`src/rtl/ycsep_boxcar.sv`:
```
// Composite luma/chroma separator: a boxcar running average over one subcarrier
// period gives luma, and the centre tap minus that average gives chroma.
module ycsep_boxcar #(
    parameter int DATA_W = 12,
    parameter int WINDOW = 21,
    parameter int FRAC_W = 16
) (
    input  logic                     clk,
    input  logic                     rst,
    input  logic                     in_valid,
    input  logic signed [DATA_W-1:0] data_in,
    input  logic                     clear,
    input  logic [1:0]               mode,
    output logic                     out_valid,
    output logic signed [DATA_W-1:0] luma_out,
    output logic signed [DATA_W-1:0] chroma_out,
    output logic                     primed
);

    localparam int ACC_W  = DATA_W + $clog2(WINDOW);
    localparam int CTR    = (WINDOW - 1) / 2;
    localparam int PROD_W = ACC_W + FRAC_W + 1;
    localparam int CNT_W  = $clog2(WINDOW + 1);

    localparam logic [CNT_W-1:0]         CNT_FULL = CNT_W'(WINDOW);
    localparam logic signed [PROD_W-1:0] RECIP    = PROD_W'((2 ** FRAC_W + WINDOW / 2) / WINDOW);
    localparam logic signed [PROD_W-1:0] HALF     = PROD_W'(2 ** (FRAC_W - 1));
    localparam logic signed [DATA_W-1:0] D_MAX    = {1'b0, {(DATA_W - 1){1'b1}}};
    localparam logic signed [DATA_W-1:0] D_MIN    = {1'b1, {(DATA_W - 1){1'b0}}};

    typedef enum logic [1:0] {
        MODE_SEP  = 2'd0,
        MODE_BYP  = 2'd1,
        MODE_LUMA = 2'd2
    } mode_e;

    function automatic logic signed [DATA_W-1:0] sat_luma(input logic signed [PROD_W-1:0] v);
        if (v > PROD_W'(D_MAX)) begin
            sat_luma = D_MAX;
        end else if (v < PROD_W'(D_MIN)) begin
            sat_luma = D_MIN;
        end else begin
            sat_luma = v[DATA_W-1:0];
        end
    endfunction

    function automatic logic signed [DATA_W-1:0] sat_chroma(input logic signed [DATA_W:0] v);
        if (v[DATA_W] != v[DATA_W-1]) begin
            sat_chroma = v[DATA_W] ? D_MIN : D_MAX;
        end else begin
            sat_chroma = v[DATA_W-1:0];
        end
    endfunction

    logic signed [DATA_W-1:0] r_taps [WINDOW];
    logic signed [ACC_W-1:0]  r_acc;
    logic [CNT_W-1:0]         r_count;
    logic                     r_primed;
    logic                     r_s1_valid;
    logic signed [DATA_W-1:0] r_s1_ctr;
    logic signed [DATA_W-1:0] r_s1_raw;
    mode_e                    r_s1_mode;
    logic                     r_out_valid;
    logic signed [DATA_W-1:0] r_luma;
    logic signed [DATA_W-1:0] r_chroma;

    mode_e                    w_mode;
    logic [CNT_W-1:0]         w_count_next;
    logic signed [ACC_W-1:0]  w_acc_next;
    logic                     w_s1_valid;
    logic signed [PROD_W-1:0] w_round;
    logic signed [PROD_W-1:0] w_luma_wide;
    logic signed [DATA_W-1:0] w_luma_sat;
    logic signed [DATA_W:0]   w_chroma_wide;
    logic signed [DATA_W-1:0] w_chroma_sat;
    logic signed [DATA_W-1:0] w_luma_sel;
    logic signed [DATA_W-1:0] w_chroma_sel;

    // Mode decode; the reserved encoding behaves as SEPARATE.
    always_comb begin
        w_mode = MODE_SEP;
        case (mode)
            2'd1:    w_mode = MODE_BYP;
            2'd2:    w_mode = MODE_LUMA;
            default: w_mode = MODE_SEP;
        endcase
    end

    // Window bookkeeping: a clear restarts the window, optionally seeded by this cycle's sample.
    always_comb begin
        w_count_next = r_count;
        w_acc_next   = r_acc;
        if (clear) begin
            w_count_next = in_valid ? CNT_W'(1) : '0;
            w_acc_next   = in_valid ? ACC_W'(data_in) : '0;
        end else if (in_valid) begin
            w_count_next = (r_count == CNT_FULL) ? CNT_FULL : r_count + CNT_W'(1);
            w_acc_next   = r_acc + ACC_W'(data_in) - ACC_W'(r_taps[WINDOW-1]);
        end else begin
            w_count_next = r_count;
            w_acc_next   = r_acc;
        end
        w_s1_valid = in_valid && ((w_mode == MODE_BYP) || (w_count_next == CNT_FULL));
    end

    // Tap delay line.
    always_ff @(posedge clk or posedge rst) begin
        if (rst) begin
            for (int i = 0; i < WINDOW; i++) r_taps[i] <= '0;
        end else if (clear) begin
            for (int i = 0; i < WINDOW; i++) r_taps[i] <= '0;
            if (in_valid) r_taps[0] <= data_in;
        end else if (in_valid) begin
            r_taps[0] <= data_in;
            for (int i = 1; i < WINDOW; i++) r_taps[i] <= r_taps[i-1];
        end
    end

    // Stage 1: accumulator, fill counter and the sample's centre tap, raw value and mode.
    always_ff @(posedge clk or posedge rst) begin
        if (rst) begin
            r_acc      <= '0;
            r_count    <= '0;
            r_primed   <= 1'b0;
            r_s1_valid <= 1'b0;
            r_s1_ctr   <= '0;
            r_s1_raw   <= '0;
            r_s1_mode  <= MODE_SEP;
        end else begin
            r_acc      <= w_acc_next;
            r_count    <= w_count_next;
            r_primed   <= (w_count_next == CNT_FULL);
            r_s1_valid <= w_s1_valid;
            if (in_valid) begin
                // Post-shift centre tap is the current tap just below it.
                r_s1_ctr  <= clear ? '0 : r_taps[CTR-1];
                r_s1_raw  <= data_in;
                r_s1_mode <= w_mode;
            end
        end
    end

    // Stage 2 arithmetic: reciprocal multiply with round-half-up, then saturating residual.
    always_comb begin
        w_round       = PROD_W'(r_acc) * RECIP + HALF;
        w_luma_wide   = w_round >>> FRAC_W;
        w_luma_sat    = sat_luma(w_luma_wide);
        w_chroma_wide = {r_s1_ctr[DATA_W-1], r_s1_ctr} - {w_luma_sat[DATA_W-1], w_luma_sat};
        w_chroma_sat  = sat_chroma(w_chroma_wide);
        w_luma_sel    = w_luma_sat;
        w_chroma_sel  = w_chroma_sat;
        case (r_s1_mode)
            MODE_BYP: begin
                w_luma_sel   = r_s1_raw;
                w_chroma_sel = '0;
            end
            MODE_LUMA: begin
                w_luma_sel   = w_luma_sat;
                w_chroma_sel = '0;
            end
            default: begin
                w_luma_sel   = w_luma_sat;
                w_chroma_sel = w_chroma_sat;
            end
        endcase
    end

    // Output register; a clear kills the sample in stage 1 while data outputs hold.
    always_ff @(posedge clk or posedge rst) begin
        if (rst) begin
            r_out_valid <= 1'b0;
            r_luma      <= '0;
            r_chroma    <= '0;
        end else begin
            r_out_valid <= r_s1_valid && !clear;
            if (r_s1_valid && !clear) begin
                r_luma   <= w_luma_sel;
                r_chroma <= w_chroma_sel;
            end
        end
    end

    assign out_valid  = r_out_valid;
    assign luma_out   = r_luma;
    assign chroma_out = r_chroma;
    assign primed     = r_primed;

endmodule
```
`config.mk`:
```
export PLATFORM = sky130hd
export DESIGN_NAME = ycsep_boxcar
export DESIGN_NICKNAME = d
export VERILOG_FILES = /design/src/rtl/ycsep_boxcar.sv
export SDC_FILE = /design/constraint.sdc
export NUM_CORES = 1
export LEC_CHECK = 0
export BUFFER_PORTS_ARGS = -buffer_cell sky130_fd_sc_hd__clkbuf_2
export CAP_MARGIN = 20
export CORE_ASPECT_RATIO = 1.2
export CORE_MARGIN = 1.5
export CORE_UTILIZATION = 45
export DETAILED_ROUTE_END_ITERATION = 6
export PLACE_DENSITY_LB_ADDON = 0.12
export SYNTH_ARGS = -nofsm -noshare
export SYNTH_HDL_FRONTEND = slang
export SYNTH_SLANG_ARGS = --single-unit
```
`constraint.sdc`:
```
create_clock -name clk -period 13.3 [get_ports clk]
set_clock_uncertainty 0.05 [all_clocks]
set_input_delay 2.66 -clock clk [delete_from_list [all_inputs] [get_ports clk]]
set_output_delay 2.66 -clock clk [all_outputs]
set_load 0.03 [all_outputs]
```
==> impl_results.md <==
* RR Startpoint: r_acc[15]
* Area leader, netlist: dfrtp_1
* CTS Sinks at about 330
* Maximum fanout along the worst path at 12
* CTS buffer count at 36
* Hold_buf cts at 0
* CTS Buffer Depth at 3
* R2R cell count at 30
* RSZ-0062 raised after global routing: false
* DR pass1 iterations at 5
* Site row count at 82
* Total global-route track usage at 21.2%
* Synth top area cells: dfrtp_1 (43%), mux2i_1 (12%), ha_1 (9.5%)
* Cell area after synthesis at 19000 µm²
* CP arrival at 9.53 ns
* Post-Route WL at about 44000 µm
* Overflow after GRT at 0
* Ys async rst share at 100%
* N_diodes at 0
* Final net count at 2051
* Post-CTS Setup Inserts at 0
* Via/cell ratio at 5.30
* Post-synthesis register bit count at about 330
* Number of global-route vias before repair at 13175
* Initial antenna violation count at 0
* DR iter-0 viols at approximately 730
* Setup TNS at 0 ns
* Max_cap viols at 0
* FMAX at 109 MHz
* Critical Path Start Type: flop
* Yosys warnings at 0
* DRC Markers at 0
* Vias at 12747
* Slowest-stage cell, CP: nor3_2
* Register Area at a little over 8000 µm²
* Seq/Total Area, Yosys at 43.1%
* Worst hold stages at 2
* Layout cells sized above 1 at 8.77%
* # fillers at just under 4000
* Fin crit period at slightly above 9 ns
* Core Region at around 42000 µm²
* Post-synth EDFFs at 0
* CTS tree: yes
* Reg-to-Reg End: chroma_out[5]
* CP Class: flop to flop
* Worst-margin pin slew at 1.01 ns
* DP HPWL at about 32000 µm
* Routed len/inst at 18.5 µm
* Post-synthesis net count at 2047
* Synth Flop Type: dfrtp_1
* First-pass GRT wire length at 72900 µm
* Max stage delay on crit path at 0.57 ns
* Flop2flop setup slack at 4.16 ns
* Global placement routability congestion at 0.884
* I/O pins at 44
* Status: completed
* Syn Area/Cell at 10.4 µm²
* Die ar. at 43400 µm²
* Multi-input gate area at 9830 µm²
* Fin crit share at roughly 69%
* Post-DRT Antenna Nets at 0
* CP required at 13.69 ns
* Largest net degree at the start of global routing at 199
* CTS H-tree depth at 2
* Mapped Cells at 1828
* Hold Path Sink: luma_out[11]
* Initial Util at 45.6%
* Die X at 190 µm
* Slew headroom at 32.8%
* Clock-pin slew on the worst setup and hold paths at 0.06 ns
* Root Buffer: clkbuf_16
* Final hold violation count at 0
* Yosys top cell area share at 43.1%
* Worst min-delay path category: flop to flop
* Slew Limit Fails at 0
* Worst-Skew Late Latency at 0.53 ns
* Setup Viol. Count Final at 0
* CP endpoint kind: flop
* Synth-to-layout area growth at 9.83%
* Die Span Y at around 230 µm
* Post-CTS Resized at 0
* PortBufs at 43
* Library cells used by synthesis at 82
* HP Start: luma_out[11]
-- how the worst max path moves through the flow --
stage | start | end
after floorplan | rst | chroma_out[0]
after global placement | r_acc[15] | chroma_out[3]
after detailed placement | r_acc[15] | chroma_out[5]
after CTS | r_acc[15] | chroma_out[10]
after global routing | r_acc[15] | chroma_out[6]
final | r_acc[15] | chroma_out[5]
-- worst max-delay path: cells and delay by family (launching register included) --
family | cells | cell delay [ns]
and+or+nand+nor | 7 | 1.67
adders and majority gates | 8 | 3.41
DFF | 1 | 0.50
buffers and inverters | 2 | 0.13
AOI/OAI and AO/OA | 13 | 3.28
-- per-layer routing --
| metal | track usage [%] | wire length, µm | vias to the layer above |
|---|---|---|---|
| met5 | 0 | 0 | - |
| met1 | 27.4 | 19900 | 6303 |
| li1 | - | - | 6246 |
| met4 | 6.32 | 1140 | 0 |
| met3 | 2.29 | 992 | 54 |
| met2 | 37.2 | 22400 | 144 |
-- stage by stage --
stage               hold WS, ns  cell area [µm²]  util, %  cells  setup WS, ns
detailed placement        0.432            19600     47.1   2340          4.25
floorplan                 0.400            19000        -   1828          1.54
CTS                       0.445            20900     50.1   2404          4.19
global placement          0.422            19600     47.1   2340          4.49
finish                    0.432            20900     50.1   2404          4.16
global route              0.464            20900     50.1   2404          3.48
-- synthesized netlist by cell type (all sizes together) (14+ instances only) --
| cell type | number |
|---|---|
| o31ai | 18 |
| a31oi | 14 |
| nor3 | 25 |
| a21oi | 67 |
| buf | 35 |
| o21ai | 84 |
| fa | 57 |
| o22ai | 17 |
| xor2 | 17 |
| nor2 | 277 |
| clkbuf | 55 |
| inv | 155 |
| nand2 | 107 |
| dfrtp | 327 |
| mux2 | 15 |
| ha | 144 |
| mux2i | 235 |
| xnor2 | 33 |
| nand3 | 20 |
-- sequential cells by signal (all words and copies together), names as in the netlist, 2 cells and up --
| signal | count |
|---|---|
| luma_out | 12 |
| r_taps | 252 |
| r_s1_raw | 12 |
| r_acc | 17 |
| r_count | 5 |
| chroma_out | 12 |
| r_s1_ctr | 12 |
| r_s1_mode | 2 |
-- placed cells by master, fill, tap and decap left out, types with 17 or more instances in the layout --
master / Yosys / routed
nand3_1: 19 / 19
mux2i_1: 235 / 235
o21ai_1: 19 / 19
ha_1: 144 / 144
clkbuf_16: 0 / 37
fa_1: 57 / 57
dfrtp_1: 327 / 327
a21oi_1: 64 / 64
nor3_1: 23 / 23
o31ai_1: 17 / 17
inv_1: 154 / 153
clkbuf_2: 0 / 41
o22ai_1: 17 / 17
o21ai_0: 64 / 64
xnor2_1: 33 / 33
nor2_1: 275 / 275
nand2_1: 107 / 107
-- cell families after synthesis --
kind of cell	count (synthesis)	synth area share (%)
fa+ha+maj	204	15.7
xor+xnor	50	2.35
simple gates	470	10.5
buf+inv	246	5.12
flops	327	43.1
mux	250	13.3
compound gates	281	9.99
-- cell type report --
| cell class | instances | share of cell area [%] |
|---|---|---|
| clock inverter | 11 | 0.678 |
| clock buffer | 53 | 5.16 |
| multi-input combinational | 1255 | 47.1 |
| inverter | 156 | 2.84 |
| tap | 546 | 3.28 |
| sequential | 327 | 39.2 |
| timing repair buffer | 56 | 1.66 |
Power is not shown: default switching activity piles up to over one toggle a cycle in this logic, so the estimate is an artifact.
